**config.mk**
```make
export PLATFORM = sky130hd
export DESIGN_NAME = fetch_stage_flat
export DESIGN_NICKNAME = d
export VERILOG_FILES = /design/src/rtl/fetch_stage_if.sv /design/src/rtl/fetch_stage.sv /design/src/flat_wrapper.sv
export SDC_FILE = /design/constraint.sdc
export NUM_CORES = 1
export LEC_CHECK = 0
export CORE_ASPECT_RATIO = 0.5
export CORE_MARGIN = 1
export CORE_UTILIZATION = 40
export CTS_CLUSTER_SIZE = 8
export DETAILED_ROUTE_END_ITERATION = 7
export PLACE_DENSITY_LB_ADDON = 0.2
export RECOVER_POWER = 25
export SYNTH_ARGS = -nofsm -noshare
export SYNTH_HDL_FRONTEND = slang
export SYNTH_SLANG_ARGS = --single-unit
```
**constraint.sdc**
```tcl
create_clock -name clock -period 5.95 [get_ports clock]
set_input_delay 1.19 -clock clock [delete_from_list [all_inputs] [get_ports clock]]
set_output_delay 1.19 -clock clock [all_outputs]
set_load 0.05 [all_outputs]
```
**src/rtl/fetch_stage_if.sv**
```systemverilog
// Instruction-memory request/response bundle between the fetch stage and
// instruction memory. The fetch stage is the master: it owns req/addr and
// memory answers with ack/rdata (ack may be combinational on req).
interface fetch_stage_if;
  logic        imem_req;
  logic [31:0] imem_addr;
  logic        imem_ack;
  logic [31:0] imem_rdata;

  modport master (
    output imem_req,
    output imem_addr,
    input  imem_ack,
    input  imem_rdata
  );

  modport slave (
    input  imem_req,
    input  imem_addr,
    output imem_ack,
    output imem_rdata
  );
endinterface

```
**src/rtl/fetch_stage.sv**
```systemverilog
// Instruction-fetch stage: owns the PC, runs the single-outstanding
// req/ack handshake to instruction memory, drives the IF/ID register and
// parks a returning word in a one-entry skid register while decode stalls.
// Redirects that land while a request is in flight drain that request first.
// Optional build macro: FETCH_PERF_CNT_EN adds delivered/squashed counters;
// without it the perf outputs are tied to zero and no counter flops exist.
module fetch_stage #(
  parameter logic [31:0] RESET_PC = 32'h0000_0000
) (
  input  logic               clock,
  input  logic               reset,
  input  logic               cpu_en,
  input  logic               Stall,
  input  logic               branchEnable,
  input  logic [31:0]        branchAddr,
  fetch_stage_if.master      imem,
  output logic [31:0]        if_id_instruction,
  output logic [31:0]        if_id_pc_4,
  output logic               if_id_valid,
  output logic [31:0]        perf_fetch_cnt,
  output logic [31:0]        perf_squash_cnt
);

  typedef enum logic [1:0] {
    S_IDLE  = 2'd0,
    S_REQ   = 2'd1,
    S_HOLD  = 2'd2,
    S_DRAIN = 2'd3
  } state_e;

  state_e      state_q, state_d;
  logic [31:0] pc_q, pc_d;
  logic [31:0] pend_q, pend_d;
  logic [31:0] skid_instr_q, skid_instr_d;
  logic [31:0] skid_pc4_q, skid_pc4_d;
  logic [31:0] ifid_instr_q, ifid_instr_d;
  logic [31:0] ifid_pc4_q, ifid_pc4_d;
  logic        ifid_valid_q, ifid_valid_d;

  logic        advance_s;
  logic        redirect_s;
  logic [31:0] target_s;
  logic [31:0] pc_plus4_s;

  assign advance_s  = ~Stall & cpu_en;
  assign redirect_s = branchEnable & advance_s;
  assign target_s   = branchAddr & 32'hFFFF_FFFC;
  assign pc_plus4_s = pc_q + 32'd4;

  // Request is raised in REQ and DRAIN; in DRAIN the PC still holds the
  // address of the in-flight request, so the address stays stable.
  assign imem.imem_req  = (state_q == S_REQ) || (state_q == S_DRAIN);
  assign imem.imem_addr = pc_q;

  assign if_id_instruction = ifid_instr_q;
  assign if_id_pc_4        = ifid_pc4_q;
  assign if_id_valid       = ifid_valid_q;

  // Next-state, PC, skid and IF/ID update for each handshake state.
  always_comb begin
    state_d      = state_q;
    pc_d         = pc_q;
    pend_d       = pend_q;
    skid_instr_d = skid_instr_q;
    skid_pc4_d   = skid_pc4_q;
    // Decode advancing with nothing new to take sees a bubble; otherwise hold.
    if (advance_s) begin
      ifid_instr_d = 32'h0000_0000;
      ifid_pc4_d   = 32'h0000_0000;
      ifid_valid_d = 1'b0;
    end else begin
      ifid_instr_d = ifid_instr_q;
      ifid_pc4_d   = ifid_pc4_q;
      ifid_valid_d = ifid_valid_q;
    end

    case (state_q)
      S_IDLE: begin
        if (cpu_en) begin
          state_d = S_REQ;
          pc_d    = redirect_s ? target_s : pc_q;
        end else begin
          state_d = S_IDLE;
        end
      end
      S_REQ: begin
        if (imem.imem_ack) begin
          if (redirect_s) begin
            pc_d = target_s;
          end else if (advance_s) begin
            ifid_instr_d = imem.imem_rdata;
            ifid_pc4_d   = pc_plus4_s;
            ifid_valid_d = 1'b1;
            pc_d         = pc_plus4_s;
          end else begin
            skid_instr_d = imem.imem_rdata;
            skid_pc4_d   = pc_plus4_s;
            pc_d         = pc_plus4_s;
            state_d      = S_HOLD;
          end
        end else if (redirect_s) begin
          pend_d  = target_s;
          state_d = S_DRAIN;
        end else begin
          state_d = S_REQ;
        end
      end
      S_HOLD: begin
        if (redirect_s) begin
          pc_d    = target_s;
          state_d = S_REQ;
        end else if (advance_s) begin
          ifid_instr_d = skid_instr_q;
          ifid_pc4_d   = skid_pc4_q;
          ifid_valid_d = 1'b1;
          state_d      = S_REQ;
        end else begin
          state_d = S_HOLD;
        end
      end
      S_DRAIN: begin
        if (imem.imem_ack) begin
          pc_d    = redirect_s ? target_s : pend_q;
          state_d = S_REQ;
        end else if (redirect_s) begin
          pend_d = target_s;
        end else begin
          state_d = S_DRAIN;
        end
      end
      default: begin
        state_d = S_IDLE;
      end
    endcase
  end

  // State, PC, pending target, skid and IF/ID registers.
  always_ff @(posedge clock or negedge reset) begin
    if (!reset) begin
      state_q      <= S_IDLE;
      pc_q         <= RESET_PC;
      pend_q       <= 32'h0000_0000;
      skid_instr_q <= 32'h0000_0000;
      skid_pc4_q   <= 32'h0000_0000;
      ifid_instr_q <= 32'h0000_0000;
      ifid_pc4_q   <= 32'h0000_0000;
      ifid_valid_q <= 1'b0;
    end else begin
      state_q      <= state_d;
      pc_q         <= pc_d;
      pend_q       <= pend_d;
      skid_instr_q <= skid_instr_d;
      skid_pc4_q   <= skid_pc4_d;
      ifid_instr_q <= ifid_instr_d;
      ifid_pc4_q   <= ifid_pc4_d;
      ifid_valid_q <= ifid_valid_d;
    end
  end

`ifdef FETCH_PERF_CNT_EN
  logic [31:0] fetch_cnt_q;
  logic [31:0] squash_cnt_q;
  logic        fetch_inc_s;
  logic        squash_inc_s;

  // A valid IF/ID load comes from a fresh ack or from the skid.
  assign fetch_inc_s  = advance_s & ~redirect_s &
                        (((state_q == S_REQ) & imem.imem_ack) | (state_q == S_HOLD));
  // Discarded ack words plus dropped skid words.
  assign squash_inc_s = (redirect_s & (((state_q == S_REQ) & imem.imem_ack) |
                                       (state_q == S_HOLD))) |
                        ((state_q == S_DRAIN) & imem.imem_ack);

  // Free-running wrap-around performance counters.
  always_ff @(posedge clock or negedge reset) begin
    if (!reset) begin
      fetch_cnt_q  <= 32'h0000_0000;
      squash_cnt_q <= 32'h0000_0000;
    end else begin
      fetch_cnt_q  <= fetch_cnt_q + {31'h0, fetch_inc_s};
      squash_cnt_q <= squash_cnt_q + {31'h0, squash_inc_s};
    end
  end

  assign perf_fetch_cnt  = fetch_cnt_q;
  assign perf_squash_cnt = squash_cnt_q;
`else
  assign perf_fetch_cnt  = 32'h0000_0000;
  assign perf_squash_cnt = 32'h0000_0000;
`endif

endmodule

```
**src/flat_wrapper.sv**
```systemverilog
// flat-port wrapper written by rule: the top's interface ports become plain ports
module fetch_stage_flat 
#(
  parameter logic [31:0] RESET_PC = 32'h0000_0000
)
  (clock, reset, cpu_en, Stall, branchEnable, branchAddr, if_id_instruction, if_id_pc_4, if_id_valid, perf_fetch_cnt, perf_squash_cnt, imem_imem_req, imem_imem_addr, imem_imem_ack, imem_imem_rdata);
  fetch_stage_if imem_i ();
  input  logic clock;
  input  logic reset;
  input  logic cpu_en;
  input  logic Stall;
  input  logic branchEnable;
  input  logic [31:0] branchAddr;
  output logic [31:0] if_id_instruction;
  output logic [31:0] if_id_pc_4;
  output logic if_id_valid;
  output logic [31:0] perf_fetch_cnt;
  output logic [31:0] perf_squash_cnt;
  output wire logic [$bits(imem_i.imem_req)-1:0] imem_imem_req;
  output wire logic [$bits(imem_i.imem_addr)-1:0] imem_imem_addr;
  input wire logic [$bits(imem_i.imem_ack)-1:0] imem_imem_ack;
  input wire logic [$bits(imem_i.imem_rdata)-1:0] imem_imem_rdata;
  assign imem_imem_req = imem_i.imem_req;
  assign imem_imem_addr = imem_i.imem_addr;
  assign imem_i.imem_ack = imem_imem_ack;
  assign imem_i.imem_rdata = imem_imem_rdata;
  fetch_stage #(.RESET_PC(RESET_PC)) u_core (.clock(clock), .reset(reset), .cpu_en(cpu_en), .Stall(Stall), .branchEnable(branchEnable), .branchAddr(branchAddr), .imem(imem_i), .if_id_instruction(if_id_instruction), .if_id_pc_4(if_id_pc_4), .if_id_valid(if_id_valid), .perf_fetch_cnt(perf_fetch_cnt), .perf_squash_cnt(perf_squash_cnt));
endmodule
```
* Word level (Yosys, flattened, before mapping)
Index checks and enable logic that the tools add are counted.
Storage, ports and cells: bits in registers 195, input bits 70, output and inout port bits 162
Cells by class: reductions and logical operators 7, muxes and demuxes 36, bitwise logic cells 6, $add $sub $neg 1, equal/unequal tests 9
Operators by type and width (number):
- 32-bit 2-to-1 mux | 18
- 32-bit one-hot mux with 2 select lines | 2
- 32-bit one-hot mux with 4 select lines | 1
- 32-bit by 3-bit adder with 32-bit output (second input constant) | 1
- 2-bit 2-to-1 mux | 8
- 3-bit != test (second input constant) | 3
- 2-bit one-hot mux with 4 select lines | 1
- 2-bit != test (second input constant) | 3
- 3-bit AND reduction | 2
- 1-bit 2-to-1 mux | 5
- 2-bit == test (second input constant) | 2
- 1-bit inverter | 4
- 4-bit AND reduction | 1
- 1-bit bitwise AND | 2
- 2-bit by 1-bit == test with 1-bit output (second input constant) | 1
- 2-bit logical NOT | 1
- 1-bit one-hot mux with 2 select lines | 1
- 2-bit AND reduction | 1
- 2-bit OR reduction | 1
- 1-bit logical OR | 1

* Depth between registers and ports, before layout
depth after elaboration 7, depth in mapped cells 10, gate-level depth less buffers 8

* Worst setup path after synthesis
Ideal clock, no wire load.
path type input port to flip-flop, from in imem_imem_ack, to reg u_core.pc_q[27] (netlist: u_core.imem.imem_addr[27]), path slack 3.144 ns, arrival 2.685 ns, required time 5.829 ns, buffers on the path 3, cell stages on the path 7, path through clkbuf_1 -> nor3b_1 -> or2_2 -> clkbuf_1 -> clkbuf_1 -> o21ai_0 -> a22o_1
Between the ends: longest elaborated chain between the ends 2, elaborated cells on any way between the ends 3, classes of those cells eq/ne (2); reduce/logical (1)
Ends and longest elaborated chain:
- start, declared | line flat_wrapper.sv:21 | input wire logic [$bits(imem_i.imem_ack)-1:0] imem_imem_ack;
- 2-bit != test (no line)
- 3-bit AND reduction (no line) (*)
- end signal, assigned | line fetch_stage.sv:150 | pc_q <= pc_d;
- end, declared | line fetch_stage.sv:32 | logic [31:0] pc_q, pc_d;
Mark *: on every way between the ends. The rest lies on a longest branch, timed or not. A chain may end at the register's enable or synchronous reset.

==> run_results.csv <==
group,metric,value,unit
setup_path,cpLargestDelayFamily,"buffers and inverters",
run_status,violations,"capacitance limit, slew limit",
setup_path,slowest_stage,"clkbuf_2",
final_layout,final_cell_mix,"dfrtp_1 (195), clkdlybuf4s50_1 (164), o21ai_0 (84), nand2_1 (84), a22o_1 (73)",
sta,min_period,4.155,ns
die,coreArea,23180,um^2
cts,cts.sinks,195,
sta,rsz0062_at_grt,"no",
route,vias_per_cell,5.555,
die,dieHeight,111.6,um
yosys,ys_types,58,
setup_path,worst-endpoint-arrival,4.45,ns
power_and_ir_drop,switching_share,0.4294,
final_layout,area_growth,23.94,%
place,portBuffers,165,
setup_path,worst-path-buf-inv,2,
yosys,synthFlopType,"dfrtp_1",
yosys,syn-cell-area,9612,um^2
sta,fin_crit_sh,0.6983,
route,ant_nets,0,
setup_path,end_kind,"async pin",
sta,clock.fmax,240.7,MHz
setup_path,path_cells,"clkbuf_2 -> clkbuf_1",
final_layout,nFillCells,2105,
cts,cts-hold-fix-buffers,0,
yosys,synthCells,900,
setup_path,crit_path_max_incr_delay,2.03,ns
cts,clk_latency,0.45,ns
global_route,antenna_found_initial,0,
flow_run,max-cap-violations,2,
yosys,synth_edf_count,0,
global_route,use_met2,0.3325,
yosys,avgSynthCellArea,10.68,um^2
final_layout,drive_gt1_frac,0.1196,
yosys,ys_ff_latch,195,
yosys,ys.warnings.count,0,
yosys,synthTopCellsByArea,"dfrtp_1 (51%), mux2_2 (7.7%), a22o_1 (6.7%)",
route,dr.pass1.iters,8,
yosys,synth_top_area_frac,0.5077,
power_and_ir_drop,powerDensity,497.3,nW/um^2
sta,finalSetupViolCount,0,
power_and_ir_drop,clkPwrFrac,0.210,
route,num_vias,7511,
power_and_ir_drop,leakagePower,4.972,nW
power_and_ir_drop,p_sw,0.002544,W
global_route,grt_max_degree,119,
global_route,grt_pass1_wl,41.72,mm
power_and_ir_drop,peakVddDrop,252.7,uV
die,boundaryPins,232,
cts,cts_tree,"yes",
power_and_ir_drop,p_seq_frac,0.366,
die,die_area,24690,um^2
sta,finClkSkew,0.006744,ns
power_and_ir_drop,pwr-share-comb,0.424,
setup_path,crit_path_max_fanout,118,
die,start_util,0.4147,
cts,cts_resized,0,
route,wl_per_cell,19.45,um
sta,final_hold_viol_count,0,
place,gp_congestion,0.8392,
global_route,grt_util_met1,0.3082,
sta,fin_tns_setup,0,ns
final_layout,fin_cells,1352,
yosys,seq_area_frac_synth,0.5077,
cts,clk_path_buf_depth,2,
global_route,grt.total_usage,0.2191,
cts,path_clk_slew,0.07,ns
final_layout,final_common_cell,"dfrtp_1",
final_layout,fin_nets,1108,
route,drt_wl_total,26.29,mm
yosys,synth_top_area_cell,"dfrtp_1",
die,rows,39,
place,dp.cells,1321,
cts,h-tree-depth,4,
setup_path,cp.required,6.25,ns
sta,max_slew.worst_pin.slew,2.999,ns
cts,cts-root-buf,"clkbuf_16",
sta,slew_viol_final,119,
die,fp.dieW,221.2,um
final_layout,diodes,0,
power_and_ir_drop,p_int,0.003380,W
sta,relSlewSlack,-0.9992,
cts,postCtsSetupBuffers,0,
run_status,status,"finished with violations",
global_route,grt-busiest-layer,"met2",
global_route,overflow,0,
worst_hold_path,hold_path.class,"flop to flop",
cts,cts_made_buffers,17,
global_route,use_met3,0.05094,
place,place_hpwl,17.52,mm
route,first_iter_violations,694,
yosys,async_reset_ff_frac,1.000,
global_route,grt_pass1_vias,7254,
setup_path,crit_type,"input pin to async pin",
setup_path,start_kind,"input pin",
route,drc_errors,0,
power by group through the flow:
stage / sequential (W) / combinational, W / clock (W)
after CTS: 0.00216 / 0.00251 / 0.00127
after detailed placement: 0.00218 / 0.00251 / 0
after global placement: 0.00216 / 0.00247 / 0
after floorplan: 0.00256 / 0.00128 / 0
after global routing: 0.00224 / 0.00269 / 0.00132
final: 0.00217 / 0.00251 / 0.00124
path summary, 6_finish.rpt:
path                                                       start                                      to  slack, ns  cells past startpoint
worst max register to register     u_core.state_q[0]$_DFFE_PN0P_    u_core.imem.imem_addr[6]$_DFFE_PN0P_       2.75                      9
worst max-delay path                                       reset  u_core.if_id_instruction[31]$_DFF_PN0_       1.80                      2
min in group asynchronous                                  reset           u_core.pend_q[11]$_DFFE_PN0P_       1.68                      1
worst min register to register  u_core.skid_pc4_q[8]$_DFFE_PN0P_        u_core.skid_pc4_q[8]$_DFFE_PN0P_       0.48                      2
max in group clock                 u_core.state_q[0]$_DFFE_PN0P_                           imem_imem_req       1.94                      5
worst min-delay path            u_core.skid_pc4_q[8]$_DFFE_PN0P_        u_core.skid_pc4_q[8]$_DFFE_PN0P_       0.48                      2
per-stage QoR:
stage / area (um^2) / utilization / worst slack [ns] / total power (W) / hold WS, ns
final: 11910 / 0.5140 / 1.795 / 0.005924 / 0.4822
after global routing: 11910 / 0.5140 / 1.020 / 0.006242 / 0.5079
after CTS: 11930 / 0.5145 / 1.949 / 0.005940 / 0.4852
after detailed placement: 11290 / 0.4873 / 2.121 / 0.004690 / 0.4703
after global placement: 11290 / 0.4873 / 2.187 / 0.004628 / 0.4619
after floorplan: 9848 / - / 3.144 / 0.003840 / 0.4497
synthesized netlist by cell type (5+ instances only):
library cell	n
clkbuf_1	57
a222oi_1	7
a22oi_1	35
o221ai_1	7
dfrtp_1	195
nor3_1	9
a22o_1	73
xnor2_1	21
ha_1	5
o22ai_1	6
nor2_1	29
xor2_1	7
nand3_1	12
mux2_2	66
nand2_1	85
o21ai_0	84
a21oi_1	21
nor2b_1	5
inv_1	11
a221oi_1	5
buf_4	67
nor4_1	9
o2bb2ai_1	6
nand4_1	9
sequential cells by signal, indices dropped and copies added (netlist names):
signal                    cells
u_core.skid_pc4_q            32
u_core.pend_q                32
u_core.if_id_pc_4            32
u_core.state_q                2
u_core.skid_instr_q          32
u_core.if_id_instruction     32
u_core.imem.imem_addr        32
u_core.if_id_valid            1
worst min-delay path: stages (launching register included):
cell,delay (ns)
dfrtp_1,0.34
nand2_1,0.05
o21ai_0,0.06
cells by family after synthesis:
kind of cell | synth area share
adders and majority gates | 0.006509
DFF | 0.5077
buffers and inverters | 0.08032
other | 0.0003901
xor gates and xnor gates | 0.02551
AOI/OAI and AO/OA | 0.2054
muxes | 0.07732
and+or+nand+nor | 0.09685
per-layer routing:
| metal | share of wire | up-vias |
|---|---|---|
| li1 | - | 3440 |
| met1 | 0.48 | 3823 |
| met2 | 0.45 | 222 |
| met3 | 0.052 | 26 |
| met4 | 0.013 | 0 |
| met5 | 0 | - |
final cells by class:
cell class	instances	area, um^2	share of cell area
Inverter	11	41.29	0.003466
Tap cell	307	384.1	0.03224
Clock buffer	19	452.9	0.03802
Clock inverter	12	177.7	0.01491
Multi-Input combinational cell	630	4237	0.3556
Timing Repair Buffer	178	1740	0.1461
Sequential cell	195	4880	0.4096
(Power assumes the default switching activity.)
